File: config.mk
export PLATFORM = sky130hd
export DESIGN_NAME = ps2_byte_receiver_flat
export DESIGN_NICKNAME = d
export VERILOG_FILES = /design/src/rtl/ps2_byte_receiver_if.sv /design/src/rtl/ps2_byte_receiver.sv /design/src/flat_wrapper.sv
export SDC_FILE = /design/constraint.sdc
export NUM_CORES = 1
export LEC_CHECK = 0
export ABC_AREA = 1
export BUFFER_PORTS_ARGS = -buffer_cell sky130_fd_sc_hd__buf_4
export CORE_ASPECT_RATIO = 1.25
export CORE_MARGIN = 2
export CORE_UTILIZATION = 55
export CTS_BUF_LIST = sky130_fd_sc_hd__clkbuf_4
export DETAILED_ROUTE_END_ITERATION = 6
export PLACE_DENSITY = 0.78
export SETUP_SLACK_MARGIN = 0.3
export SLEW_MARGIN = 15
export SYNTH_ARGS = -nofsm -noshare
export SYNTH_HDL_FRONTEND = slang
export SYNTH_SLANG_ARGS = --single-unit
File: constraint.sdc
create_clock -name clk -period 2.9 [get_ports clk]
set_input_delay 0.29 -clock clk [delete_from_list [all_inputs] [get_ports clk]]
set_output_delay 0.29 -clock clk [all_outputs]
set_load 0.05 [all_outputs]
File: src/rtl/ps2_byte_receiver_if.sv
// PS/2 line inputs and scan-code byte outputs of the keyboard front end.
// master drives the PS/2 lines and consumes bytes; slave is the receiver.
interface ps2_byte_receiver_if;
   logic       ps2_clk;
   logic       ps2_data;
   logic [7:0] key_byte;
   logic       byte_valid;
   logic       parity_err;
   logic       frame_err;
   logic       busy;

   modport master (
      output ps2_clk,
      output ps2_data,
      input  key_byte,
      input  byte_valid,
      input  parity_err,
      input  frame_err,
      input  busy
   );

   modport slave (
      input  ps2_clk,
      input  ps2_data,
      output key_byte,
      output byte_valid,
      output parity_err,
      output frame_err,
      output busy
   );
endinterface

File: src/rtl/ps2_byte_receiver.sv
// PS/2 deserialiser: synchronises and glitch-filters the keyboard lines, then
// assembles start/8 data/odd parity/stop frames into scan-code bytes.
//
// state     | meaning
// ----------+---------------------------------------------------------
// ST_IDLE   | waiting for a start bit (fe with data = 0)
// ST_DATA   | collecting d0..d7, LSB first
// ST_PARITY | waiting for the odd-parity bit
// ST_STOP   | waiting for the stop bit; frame is judged on its fe
module ps2_byte_receiver #(
   parameter int SYNC_STAGES    = 2,
   parameter int FILTER_LEN     = 4,
   parameter int TIMEOUT_CYCLES = 5000
) (
   input  logic                clk,
   input  logic                rst_n,
   ps2_byte_receiver_if.slave  bus
);

   localparam logic [1:0] ST_IDLE   = 2'd0;
   localparam logic [1:0] ST_DATA   = 2'd1;
   localparam logic [1:0] ST_PARITY = 2'd2;
   localparam logic [1:0] ST_STOP   = 2'd3;

   localparam int FLT_W = $clog2(FILTER_LEN + 1);
   localparam int TMO_W = $clog2(TIMEOUT_CYCLES + 1);

   localparam logic [FLT_W-1:0] FLT_LAST = FLT_W'(FILTER_LEN - 1);
   localparam logic [TMO_W-1:0] TMO_LOAD = TMO_W'(TIMEOUT_CYCLES);

   logic [SYNC_STAGES-1:0] clk_sync;
   logic [SYNC_STAGES-1:0] data_sync;
   logic                   s_clk;
   logic                   s_data;

   logic [FLT_W-1:0]       filt_cnt;
   logic                   filt_clk;
   logic                   filt_clk_d;
   logic                   fe;

   logic [1:0]             state;
   logic [1:0]             state_nxt;
   logic [2:0]             bit_cnt;
   logic [2:0]             bit_cnt_nxt;
   logic [7:0]             shift_reg;
   logic [7:0]             shift_nxt;
   logic                   par_bit;
   logic                   par_nxt;
   logic [TMO_W-1:0]       tmo_cnt;
   logic [TMO_W-1:0]       tmo_nxt;

   logic [7:0]             key_byte_q;
   logic [7:0]             key_nxt;
   logic                   byte_valid_q;
   logic                   byte_valid_nxt;
   logic                   parity_err_q;
   logic                   parity_err_nxt;
   logic                   frame_err_q;
   logic                   frame_err_nxt;
   logic                   busy_q;

   // -------------------------------------------------------------------
   // Input synchronisers
   // -------------------------------------------------------------------
   always_ff @(posedge clk or negedge rst_n) begin
      if (!rst_n) begin
         clk_sync  <= '1;
         data_sync <= '1;
      end else begin
         clk_sync  <= {clk_sync[SYNC_STAGES-2:0], bus.ps2_clk};
         data_sync <= {data_sync[SYNC_STAGES-2:0], bus.ps2_data};
      end
   end

   assign s_clk  = clk_sync[SYNC_STAGES-1];
   assign s_data = data_sync[SYNC_STAGES-1];

   // -------------------------------------------------------------------
   // Clock glitch filter: filt_cnt counts consecutive samples that disagree
   // with the current filtered level; any agreeing sample restarts it.
   // -------------------------------------------------------------------
   always_ff @(posedge clk or negedge rst_n) begin
      if (!rst_n) begin
         filt_cnt   <= '0;
         filt_clk   <= 1'b1;
         filt_clk_d <= 1'b1;
      end else begin
         filt_clk_d <= filt_clk;
         if (s_clk == filt_clk) begin
            filt_cnt <= '0;
         end else if (filt_cnt == FLT_LAST) begin
            filt_clk <= s_clk;
            filt_cnt <= '0;
         end else begin
            filt_cnt <= filt_cnt + FLT_W'(1);
         end
      end
   end

   assign fe = filt_clk_d & ~filt_clk;

   // -------------------------------------------------------------------
   // Frame state machine
   // -------------------------------------------------------------------
   always_comb begin
      state_nxt      = state;
      bit_cnt_nxt    = bit_cnt;
      shift_nxt      = shift_reg;
      par_nxt        = par_bit;
      tmo_nxt        = tmo_cnt;
      key_nxt        = key_byte_q;
      byte_valid_nxt = 1'b0;
      parity_err_nxt = 1'b0;
      frame_err_nxt  = 1'b0;

      if (state == ST_IDLE) begin
         tmo_nxt = '0;
         if (fe && !s_data) begin
            state_nxt   = ST_DATA;
            bit_cnt_nxt = 3'd0;
            tmo_nxt     = TMO_LOAD;
         end
      end else if (fe) begin
         tmo_nxt = TMO_LOAD;
         case (state)
            ST_DATA: begin
               shift_nxt[bit_cnt] = s_data;
               if (bit_cnt == 3'd7) begin
                  state_nxt = ST_PARITY;
               end else begin
                  bit_cnt_nxt = bit_cnt + 3'd1;
               end
            end
            ST_PARITY: begin
               par_nxt   = s_data;
               state_nxt = ST_STOP;
            end
            default: begin
               state_nxt = ST_IDLE;
               tmo_nxt   = '0;
               if (!s_data) begin
                  frame_err_nxt = 1'b1;
               end else if (!(^{shift_reg, par_bit})) begin
                  parity_err_nxt = 1'b1;
               end else begin
                  key_nxt        = shift_reg;
                  byte_valid_nxt = 1'b1;
               end
            end
         endcase
      end else if (tmo_cnt == '0) begin
         // Down-counter reached terminal count with no fe: abandon the frame.
         state_nxt     = ST_IDLE;
         bit_cnt_nxt   = 3'd0;
         shift_nxt     = '0;
         par_nxt       = 1'b0;
         frame_err_nxt = 1'b1;
      end else begin
         tmo_nxt = tmo_cnt - TMO_W'(1);
      end
   end

   always_ff @(posedge clk or negedge rst_n) begin
      if (!rst_n) begin
         state        <= ST_IDLE;
         bit_cnt      <= 3'd0;
         shift_reg    <= 8'h00;
         par_bit      <= 1'b0;
         tmo_cnt      <= '0;
         key_byte_q   <= 8'h00;
         byte_valid_q <= 1'b0;
         parity_err_q <= 1'b0;
         frame_err_q  <= 1'b0;
         busy_q       <= 1'b0;
      end else begin
         state        <= state_nxt;
         bit_cnt      <= bit_cnt_nxt;
         shift_reg    <= shift_nxt;
         par_bit      <= par_nxt;
         tmo_cnt      <= tmo_nxt;
         key_byte_q   <= key_nxt;
         byte_valid_q <= byte_valid_nxt;
         parity_err_q <= parity_err_nxt;
         frame_err_q  <= frame_err_nxt;
         busy_q       <= (state_nxt != ST_IDLE);
      end
   end

   assign bus.key_byte   = key_byte_q;
   assign bus.byte_valid = byte_valid_q;
   assign bus.parity_err = parity_err_q;
   assign bus.frame_err  = frame_err_q;
   assign bus.busy       = busy_q;

endmodule

File: src/flat_wrapper.sv
// flat-port wrapper written by rule: the top's interface ports become plain ports
module ps2_byte_receiver_flat 
#(
   parameter int SYNC_STAGES    = 2,
   parameter int FILTER_LEN     = 4,
   parameter int TIMEOUT_CYCLES = 5000
)
  (clk, rst_n, bus_ps2_clk, bus_ps2_data, bus_key_byte, bus_byte_valid, bus_parity_err, bus_frame_err, bus_busy);
  ps2_byte_receiver_if bus_i ();
  input  logic clk;
  input  logic rst_n;
  input wire logic [$bits(bus_i.ps2_clk)-1:0] bus_ps2_clk;
  input wire logic [$bits(bus_i.ps2_data)-1:0] bus_ps2_data;
  output wire logic [$bits(bus_i.key_byte)-1:0] bus_key_byte;
  output wire logic [$bits(bus_i.byte_valid)-1:0] bus_byte_valid;
  output wire logic [$bits(bus_i.parity_err)-1:0] bus_parity_err;
  output wire logic [$bits(bus_i.frame_err)-1:0] bus_frame_err;
  output wire logic [$bits(bus_i.busy)-1:0] bus_busy;
  assign bus_i.ps2_clk = bus_ps2_clk;
  assign bus_i.ps2_data = bus_ps2_data;
  assign bus_key_byte = bus_i.key_byte;
  assign bus_byte_valid = bus_i.byte_valid;
  assign bus_parity_err = bus_i.parity_err;
  assign bus_frame_err = bus_i.frame_err;
  assign bus_busy = bus_i.busy;
  ps2_byte_receiver #(.SYNC_STAGES(SYNC_STAGES), .FILTER_LEN(FILTER_LEN), .TIMEOUT_CYCLES(TIMEOUT_CYCLES)) u_core (.clk(clk), .rst_n(rst_n), .bus(bus_i));
endmodule
* Word level (Yosys, flattened, before mapping)
Index checks and enable logic that the tools add are counted.
** Cells by class
- Add/subtract/negate cells :: 3
- Magnitude comparators :: 2
- Eq/ne operators :: 11
- Muxes and demuxes :: 43
- Bitwise gates (word level) :: 5
- Reductions and logical operators :: 15
** Operator list (number)
- 2-to-1 mux 13 bit :: 5
- 2-to-1 mux 3 bit :: 8
- 2-to-1 mux 8 bit :: 3
- 2-to-1 mux 1 bit :: 19
- zero test 13 bit :: 1
- subtractor 13 x 1 -> 13 bit, second input constant :: 1
- 2-to-1 mux 2 bit :: 5
- XOR reduction 9 bit :: 1
- bitwise mux 8 bit :: 1
- adder 3 x 1 -> 3 bit, second input constant :: 2
- != test 2 bit, second input constant :: 3
- != test 3 bit, second input constant :: 2
- AND reduction 3 bit :: 2
- AND reduction 5 bit :: 1
- < comparator 3 x 4 -> 1 bit, second input constant :: 1
- inverter 1 bit :: 4
- case mux 2 bit (2 select lines) :: 1
- AND reduction 4 bit :: 1
- nonzero test 2 bit :: 2
- demux 1 bit (select 3 bit) :: 1
- == test 3 x 2 -> 1 bit, second input constant :: 1
- == test 3 bit, second input constant :: 1
- greater-or-equal comparator 3 x 1 -> 1 bit, second input constant :: 1
- != test 3 x 1 -> 1 bit, second input constant :: 1
- other kinds (10) :: 11
** Word-level totals
- Bits in registers :: 48
- Bits of input ports :: 4
- Output and inout port bits :: 12
- Word-level logic and storage cells :: 94

* Longest topological paths before layout
Gate-level depths: netlist of the first run.
- Depth in word-level cells :: 7
- Depth in mapped cells :: 10
- Gate-level depth less buffers :: 10

* Worst setup path after synthesis of the first run
OpenSTA, ideal clock, no wires.
- Path type :: register to register
- Start :: register u_core.filt_clk_d
- End :: register u_core.key_byte_q[0], in the netlist u_core.bus.key_byte[0]
- Library setup time :: 0.119 ns
- Arrival :: 1.310 ns
- Data required time :: 2.781 ns
- Setup slack :: 1.471 ns
- Cell stages (with the launch flop) :: 10
- Path buffers :: 0
- Clock period less this slack :: 1.429 ns
- Path through :: dfstp_2 > inv_1 > nor2_8 > inv_8 > nor2_8 > inv_2 > nor2_8 > nand3_4 > nand2_1 > nand2_1
** On the way
- Cells in the longest elaborated chain, start to end :: 2
** RTL lines
- start, declared :: line ps2_byte_receiver.sv:38 : logic filt_clk_d;
- start signal, assigned :: line ps2_byte_receiver.sv:88 : filt_clk_d <= filt_clk;
- bitwise AND 1 bit :: line ps2_byte_receiver.sv:100 : assign fe = filt_clk_d & ~filt_clk;
- AND reduction 5 bit (no line)
- end signal, assigned :: line ps2_byte_receiver.sv:181 : key_byte_q <= key_nxt;
- end, declared :: line ps2_byte_receiver.sv:52 : logic [7:0] key_byte_q;
No other way between the ends.
A chain may end at the register's enable or synchronous reset.

* Worst setup path after layout of the first run
- Start :: register u_core.state[0]
- End :: register u_core.tmo_cnt[3]
** On the way
- Cells in the longest elaborated chain, start to end :: 5
- Elaborated cells on any way between the ends :: 8
- Classes of those cells :: 3 x eq/ne; 3 x mux; 2 x reduce/logical
** RTL lines
- start, declared :: line ps2_byte_receiver.sv:41 : logic [1:0] state;
- start signal, assigned :: line ps2_byte_receiver.sv:176 : state <= state_nxt;
- == test 2 x 1 -> 1 bit / == test 2 bit (equally long branches) :: line ps2_byte_receiver.sv:125 : case (state)
- OR reduction 2 bit (no line)
- 2-to-1 mux 13 bit :: line ps2_byte_receiver.sv:125
- 2-to-1 mux 13 bit :: line ps2_byte_receiver.sv:123 : end else if (fe) begin
- 2-to-1 mux 13 bit :: line ps2_byte_receiver.sv:116 : if (state == ST_IDLE) begin
- end signal, assigned :: line ps2_byte_receiver.sv:180 : tmo_cnt <= tmo_nxt;
- end, declared :: line ps2_byte_receiver.sv:49 : logic [TMO_W-1:0] tmo_cnt;
Parallel ways exist; a longest one is shown, timed or not.

==> metrics.txt, run 1 <==
Lkg Pwr=1.52 nW; clock insertion delay at the later pin of the skew report=0.36 ns; Required @ worst endpoint=3.14 ns; relative slew slack=60.1%; minimum clock period=1.67 ns; Synth cell types=34; Hold Crit Class=input pin to flop; placed inst area=2830 µm²; crit path launch type=flop; Critical Path Start=u_core.state[0]; Slew @ Worst Pin=0.599 ns; leading area contributor after synthesis=dfrtp_1; non-filler cells, final=406; router iterations before antenna repair=4; clk_skew=0.00447 ns; synth top area cells=dfrtp_1 (39%), nand2_1 (15%), dfstp_2 (5.9%); RSZ-0062 raised after global routing=no; final instance area=2930 µm²; total clock buffers created by CTS=5; worst ir drop on vdd=492 µV; Synth top cells by count=nand2_1 (104), dfrtp_1 (42), inv_1 (34), nor2_1 (25), nand3_1 (22); worst r2r src=u_core.state[0]; Max Slew Vio Count=0; H-Tree Depth=2; Vias per Instance=5.20; CTS Buffer Depth=2; Die Y-Extent=81.9 µm; synth warn=0; Max-Cap Viols=0; Post-Synthesis Cell Area=2670 µm²; WL final=4.99 mm; initial antenna violation count=0; max FFs per register=13; die width=66.3 µm; hold_sp=bus_ps2_data; Pwr Total=2.51 mW; final setup TNS=0 ns; largest net degree at the start of global routing=49; Area growth, synth to finish=9.70%; # DRC=0; die footprint=5430 µm²; Final period util=57.7%; Clock Pin Slew Worst Setup and Hold Paths=0.13 ns; clk root buf=clkbuf_4; CTS tree=done; Setup CP Type=flop to flop; Synth Register Bits=48; share of layout cells above drive strength 1=15.9%; Setup crit end kind=flop; Mapped Nets=337; Post-synth top flop=dfrtp_1; final setup fails=0; Core Footprint=4690 µm²; I/O Buffers=15; Setup Fix Bufs, Post-CTS=0; mean area per synthesized cell=8.24 µm²; number of enable flip-flop cells after synthesis=0; WL per Instance=12.3 µm; GRT overflow=0; share of the synthesized area in the top cell type=39.4%; final hold vios=0; Mapped Cells=324; Starting Density=56.9%; fin nets=358; Via Count=2,113; crit path DAT=1.91 ns; Starting DRT DRC Count=92; Sink Count=48; row count=28; first-pass GRT wire length=8.85 mm; # diodes=0; IO Count=16; critical-path maximum fanout=9; ys async rst share=100%; routability cong.=0.861; status=complete, no violations; sequential area share after synthesis=45.3%; Total GRT Usage=21.2%; Final Hold Slack=0.0233 ns; top-count cell post-synth=nand2_1; Max Clk Rate=0.598 GHz; number of global-route vias before repair=2,092; Antenna Nets Post-Route=0; HPWL Detailed=3.70 mm; Post-Place Cells=396; Pwr Density=858 nW/µm²
-- repair_timing --
action,in CTS,in global routing
hold buffers,1,1
hold endpoints to repair,42,1
resized for setup,0,0
-- cell families after synthesis --
logic type	count (synthesis)	synth area share, %
mux	2	0.797
flops	48	45.3
buf+inv	43	6.79
simple gates	188	33.8
fa+ha+maj	9	4.22
compound gates	26	6.51
xor+xnor	8	2.62
-- through the flow --
stage	setup slack (ns)	utilization [%]
floorplan	1.47	-
global placement	1.28	60.4
detailed placement	1.28	60.4
CTS	1.24	62.2
global route	1.05	62.4
finish	1.23	62.4
-- layout by cell type (no fill, tap or decap) --
| cell | instances |
|---|---|
| a21oi_1 | 9 |
| buf_4 | 15 |
| bufinv_16 | 1 |
| clkbuf_4 | 5 |
| clkinv_1 | 2 |
| dfrtp_1 | 42 |
| dfstp_2 | 6 |
| dlygate4sd3_1 | 2 |
| ha_1 | 9 |
| inv_1 | 34 |
| inv_2 | 5 |
| inv_8 | 1 |
| mux2_2 | 1 |
| mux2i_1 | 1 |
| nand2_1 | 104 |
| nand2_2 | 3 |
| nand3_1 | 22 |
| nand3_2 | 6 |
| nand3_4 | 1 |
| nand4_1 | 6 |
| nor2_1 | 25 |
| nor2_2 | 3 |
| nor2_8 | 3 |
| nor3_1 | 11 |
| nor3_4 | 1 |
| nor3b_1 | 2 |
| o211ai_1 | 8 |
| o21ai_0 | 4 |
| o21ai_1 | 1 |
| o21ai_2 | 1 |
| o21ai_4 | 1 |
| o22ai_1 | 1 |
| o31ai_2 | 1 |
| or2_4 | 1 |
| xnor2_1 | 3 |
| xor2_1 | 5 |
-- critical path: stages (launching register included) --
cell and delay, ns:
dfrtp_1 0.43, inv_1 0.10, ha_1 0.31, inv_2 0.19, nand2_1 0.08, o21ai_1 0.35
a21oi_1 0.10
-- power by group --
part           internal [mW]  switching, mW  leakage, nW  total, mW
Sequential             0.818          0.115        0.628      0.933
Clock                  0.176          0.207       0.0403      0.383
Combinational          0.393          0.803        0.850       1.20
-- cell type report --
cell class / count / area (µm²)
clock buffer: 5 / 37.5
inverter: 40 / 158
timing repair buffer: 17 / 133
tap: 60 / 75.1
clock inverter: 3 / 37.5
fill: 424 / 1770
sequential: 48 / 1210
multi-input combinational: 233 / 1280
-- per-layer routing --
metal	vias up	part of all wire, %	global-route usage, %
met5	-	0	0
met4	0	3.3	10.8
met3	15	3.5	3.70
met2	47	54	40.1
met1	972	39	21.9
li1	1079	-	-
-- path summary, 6_finish.rpt --
| check | cells after the start | slack, ns | end |
|---|---|---|---|
| max | 6 | 1.23 | u_core.tmo_cnt[3] |
| min | 1 | 0.02 | u_core.data_sync[0] |
| max reg2reg | 6 | 1.23 | u_core.tmo_cnt[3] |
| min reg2reg | 0 | 0.36 | u_core.data_sync[1] |
| max in group asynchronous | 2 | 2.04 | u_core.state[1] |
| min in group asynchronous | 2 | 0.46 | u_core.filt_cnt[0] |
Power figures use the tool's default switching activity.
==> inputs of run 2 (changes only) <==
==> constraint.sdc (replaced) <==
create_clock -name clk -period 1.7 [get_ports clk]
set_input_delay 0.17 -clock clk [delete_from_list [all_inputs] [get_ports clk]]
set_output_delay 0.17 -clock clk [all_outputs]
set_load 0.05 [all_outputs]
==> metrics.txt, run 2 (synthesized netlist as in run 1, its figures left out) <==
first-pass GRT wire length=9.90 mm; metal3 WL=258 µm; CTS tree=done; Pwr Total=5.74 mW; Critical Path Start=u_core.tmo_cnt[0]; clock insertion delay at the later pin of the skew report=0.37 ns; Max Slew Vio Count=0; Final Core Density=75.7%; Largest stage delay, worst path=0.40 ns; Worst Path Buf+Inv=3; critical-path maximum fanout=8; Die Y-Extent=81.9 µm; max FFs per register=13; Hold Crit Class=input pin to asynchronous set/reset pin; commonest non-fill, non-tap cell in the layout=nand2_1; Antenna Nets Post-Route=0; final hold vios=0; HPWL Detailed=3.67 mm; # diodes=0; H-Tree Depth=2; Final Hold Slack=0.336 ns; Total GRT Usage=24.1%; Setup crit end kind=flop; Pwr Density=1620 nW/µm²; IO Count=16; share of layout cells above drive strength 1=39.0%; number of global-route vias before repair=2,324; WL final=6.32 mm; DR top layer=met4; Max-Cap Viols=0; RSZ-0062 raised after global routing=yes; metal2 WL=3.51 mm; row count=28; clk_skew=0.00802 ns; I/O Buffers=15; Max Clk Rate=0.634 GHz; Worst R2R Setup Slack=0.12 ns; Critical Path Sink=u_core.shift_reg[4]; total clock buffers created by CTS=5; CTS Buffer Depth=2; die footprint=5430 µm²; initial antenna violation count=0; Clock Pin Slew Worst Setup and Hold Paths=0.14 ns; Lkg Pwr=1.77 nW; die width=66.3 µm; Setup CP Type=flop to flop; wire length on met1=2.41 mm; minimum clock period=1.58 ns; GRT overflow=0; router iterations before antenna repair=4; status=complete, no violations; final setup TNS=0 ns; Vias per Instance=5.28; worst ir drop on vdd=1200 µV; largest net degree at the start of global routing=49; R2R depth=11; worst r2r src=u_core.tmo_cnt[0]; number of cells on the critical path=11; Final period util=92.8%; crit path launch type=flop; commonest cells after routing, fill and taps aside=nand2_1 (82), dfrtp_1 (42), buf_4 (40); CP max stage cell=dfrtp_1; clk root buf=clkbuf_4; Area growth, synth to finish=33.1%; CP cell instances=inv_2, ha_4, nand2_2, nor2_4, nand3_4, nand2_4, buf_6, nand3_4, inv_6, nand2_1, nand2_1; Required @ worst endpoint=2.02 ns; Sink Count=48; fin nets=397; relative slew slack=60.0%; Starting DRT DRC Count=107; family with the most delay on the worst path=simple AND/OR/NAND/NOR gates; WL per Instance=14.2 µm; Core Footprint=4690 µm²; Slew @ Worst Pin=0.600 ns; final setup fails=0; Starting Density=56.9%; # DRC=0; crit path DAT=1.89 ns; RR Endpoint=u_core.shift_reg[4]; Via Count=2,350; routability cong.=0.842
[run 2: worst reg2reg max path: cells and delay by family (launching register included)]
kind	cells	cell delay, ns
AND/OR/NAND/NOR	7	0.61
flip-flops	1	0.40
buffers and inverters	3	0.35
adder cells (fa/ha/maj)	1	0.16
[run 2: worst min-delay path by stage]
stage                     slack (ns)                      to  cells after the start           startpoint
after floorplan                -0.13       u_core.bit_cnt[0]                      0                rst_n
after global routing            0.37     u_core.data_sync[1]                      0  u_core.data_sync[0]
after global placement          0.22  u_core.bus.key_byte[3]                      1                rst_n
after CTS                       0.35  u_core.bus.key_byte[5]                      2                rst_n
after detailed placement        0.22  u_core.bus.key_byte[5]                      1                rst_n
final                           0.34  u_core.bus.key_byte[3]                      2                rst_n
[run 2: where the power goes]
| group | switching [mW] | internal (mW) | total, mW |
|---|---|---|---|
| Combinational | 1.99 | 1.48 | 3.47 |
| Clock | 0.368 | 0.325 | 0.693 |
| Sequential | 0.177 | 1.40 | 1.58 |
| Total | 2.54 | 3.21 | 5.74 |
[run 2: cell type report]
| type | count | area [µm²] |
|---|---|---|
| clock buffer | 6 | 45.0 |
| clock inverter | 2 | 35.0 |
| fill | 324 | 1140 |
| inverter | 40 | 165 |
| multi-input combinational | 234 | 1550 |
| sequential | 48 | 1210 |
| tap | 60 | 75.1 |
| timing repair buffer | 54 | 472 |
| timing repair inverter | 1 | 7.51 |
[run 2: metrics by stage]
step / cell area (µm²) / setup slack [ns] / cells
global placement: 2870 / 0.134 / 400
global route: 3550 / 0.0154 / 445
finish: 3550 / 0.123 / 445
detailed placement: 2870 / 0.0940 / 400
CTS: 3280 / 0.184 / 435
floorplan: 2680 / 0.302 / 324
[run 2: routing by layer]
| layer | track usage [%] | up-vias |
|---|---|---|
| met4 | 9.59 | 0 |
| met3 | 4.66 | 15 |
| li1 | - | 1159 |
| met1 | 25.3 | 1111 |
| met5 | 0 | - |
| met2 | 46.2 | 65 |
[run 2: repair_timing]
action,CTS,global route
gates resized for setup,29,53
setup buffers,23,9
hold buffers,3,0
pin swaps,7,21
setup endpoints to repair,37,38
hold endpoints to repair,44,0
gates cloned,1,1
==> inputs of run 3 (changes only) <==
--- a/config.mk
+++ b/config.mk
@@ -13,6 +13,7 @@
 export CTS_BUF_LIST = sky130_fd_sc_hd__clkbuf_4
 export DETAILED_ROUTE_END_ITERATION = 6
 export PLACE_DENSITY = 0.78
+export RECOVER_POWER = 100
 export SETUP_SLACK_MARGIN = 0.3
 export SLEW_MARGIN = 15
 export SYNTH_ARGS = -nofsm -noshare
==> metrics.txt, run 3 (synthesized netlist as in run 1, its figures left out) <==
die width=66.3 µm; first-pass GRT wire length=9.90 mm; fin nets=397; RSZ-0062 raised after global routing=yes; WL final=6.33 mm; crit path launch type=flop; share of layout cells above drive strength 1=33.5%; Setup crit end kind=flop; total clock buffers created by CTS=5; NetSw=2.50 mW; clk root buf=clkbuf_4; max FFs per register=13; I/O Buffers=15; critical-path maximum fanout=8; Final Core Density=73.7%; Required @ worst endpoint=2.02 ns; CP max stage cell=dfrtp_1; Slew @ Worst Pin=1.18 ns; Antenna Nets Post-Route=0; Max Clk Rate=0.630 GHz; family with the most delay on the worst path=simple AND/OR/NAND/NOR gates; Setup CP Type=flop to flop; CP cell instances=inv_2, ha_4, nand2_2, nor2_4, nand3_4, nand2_4, buf_6, nand3_2, inv_6, nand2_1, nand2_1; relative slew slack=21.3%; Starting DRT DRC Count=121; Total GRT Usage=24.1%; Max-Cap Viols=0; fillers=344; worst ir drop on vdd=1190 µV; Clock Pin Slew Worst Setup and Hold Paths=0.14 ns; Reg area=1210 µm²; router iterations before antenna repair=4; status=complete, no violations; WL per Instance=14.2 µm; Int Power=3.12 mW; Core Footprint=4690 µm²; # DRC=0; H-Tree Depth=2; final hold vios=0; initial antenna violation count=0; minimum clock period=1.59 ns; combinational share of power=59.7%; crit path DAT=1.90 ns; largest net degree at the start of global routing=49; Sink Count=48; Largest stage delay, worst path=0.40 ns; commonest cells after routing, fill and taps aside=nand2_1 (86), dfrtp_1 (42), inv_1 (29); Starting Density=56.9%; die footprint=5430 µm²; Vias per Instance=5.24; Clock Power Share=12.3%; Lkg Pwr=1.70 nW; CTS tree=done; clk_skew=0.0114 ns; Die Y-Extent=81.9 µm; CTS Buffer Depth=2; Pwr Density=1620 nW/µm²; commonest non-fill, non-tap cell in the layout=nand2_1; Via Count=2,330; final setup TNS=0 ns; number of global-route vias before repair=2,324; IO Count=16; combined area of the multi-input logic cells=1520 µm²; routability cong.=0.842; Worst Path Buf+Inv=3; clock insertion delay at the later pin of the skew report=0.37 ns; sequential fraction of design power=28.0%; Area growth, synth to finish=29.7%; GRT overflow=0; Final period util=93.3%; Sw Ratio=44.5%; final setup fails=0; row count=28; CP dominant cell by count=nand2_1; Max Slew Vio Count=0; HPWL Detailed=3.67 mm; # diodes=0; Hold Crit Class=flop to flop; Final Hold Slack=0.365 ns
-- run 3: cell types whose count changed in the layout (fill, tap and decap cells not counted), sizes merged --
cell and change:
buf -19, clkbuf +19
-- run 3: repair_timing --
item,4_1_cts,5_1_grt
cloned,1,1
gates resized for setup,29,53
endpoints found under the setup margin,37,38
pin swaps,7,21
hold buffers,3,0
hold endpoints to repair,44,0
setup buffers,23,9
-- run 3: through the flow --
step	setup slack, ns	instances	power [mW]	instance area (µm²)
floorplan	0.302	324	3.32	2680
global placement	0.134	400	3.64	2870
detailed placement	0.0940	400	3.69	2870
CTS	0.184	435	5.12	3280
global route	0.0154	445	6.00	3460
finish	0.113	445	5.62	3460
-- run 3: power groups by stage --
stage	logic, mW	clock network [mW]	registers [mW]
after global placement	2.05	0	1.59
after global routing	3.65	0.754	1.60
after CTS	2.84	0.699	1.57
after detailed placement	2.10	0	1.60
final	3.35	0.690	1.57
after floorplan	1.64	0	1.68
-- run 3: cell type report --
class | instances | area share (%)
clock buffer | 6 | 1.30
clock inverter | 2 | 1.01
inverter | 40 | 4.77
multi-input combinational | 234 | 44.0
sequential | 48 | 34.9
tap | 60 | 2.17
timing repair buffer | 54 | 11.6
timing repair inverter | 1 | 0.217
-- run 3: worst paths after layout --
| kind | start | endpoint | slack [ns] | depth (start not counted) |
|---|---|---|---|---|
| max | u_core.tmo_cnt[0] | u_core.shift_reg[4] | 0.11 | 11 |
| min | u_core.clk_sync[0] | u_core.clk_sync[1] | 0.36 | 0 |
| max reg2reg | u_core.tmo_cnt[0] | u_core.shift_reg[4] | 0.11 | 11 |
| min reg2reg | u_core.clk_sync[0] | u_core.clk_sync[1] | 0.36 | 0 |
| max in group asynchronous | rst_n | u_core.bus.key_byte[2] | 0.43 | 2 |
| min in group asynchronous | rst_n | u_core.bus.key_byte[3] | 0.55 | 2 |
-- run 3: metal layers --
layer | GRT usage [%] | wire length, µm | up-vias
met2 | 46.2 | 3500 | 60
met1 | 25.3 | 2430 | 1095
met4 | 9.59 | 144 | 0
met3 | 4.66 | 254 | 15
met5 | 0 | 0 | -
li1 | - | - | 1160
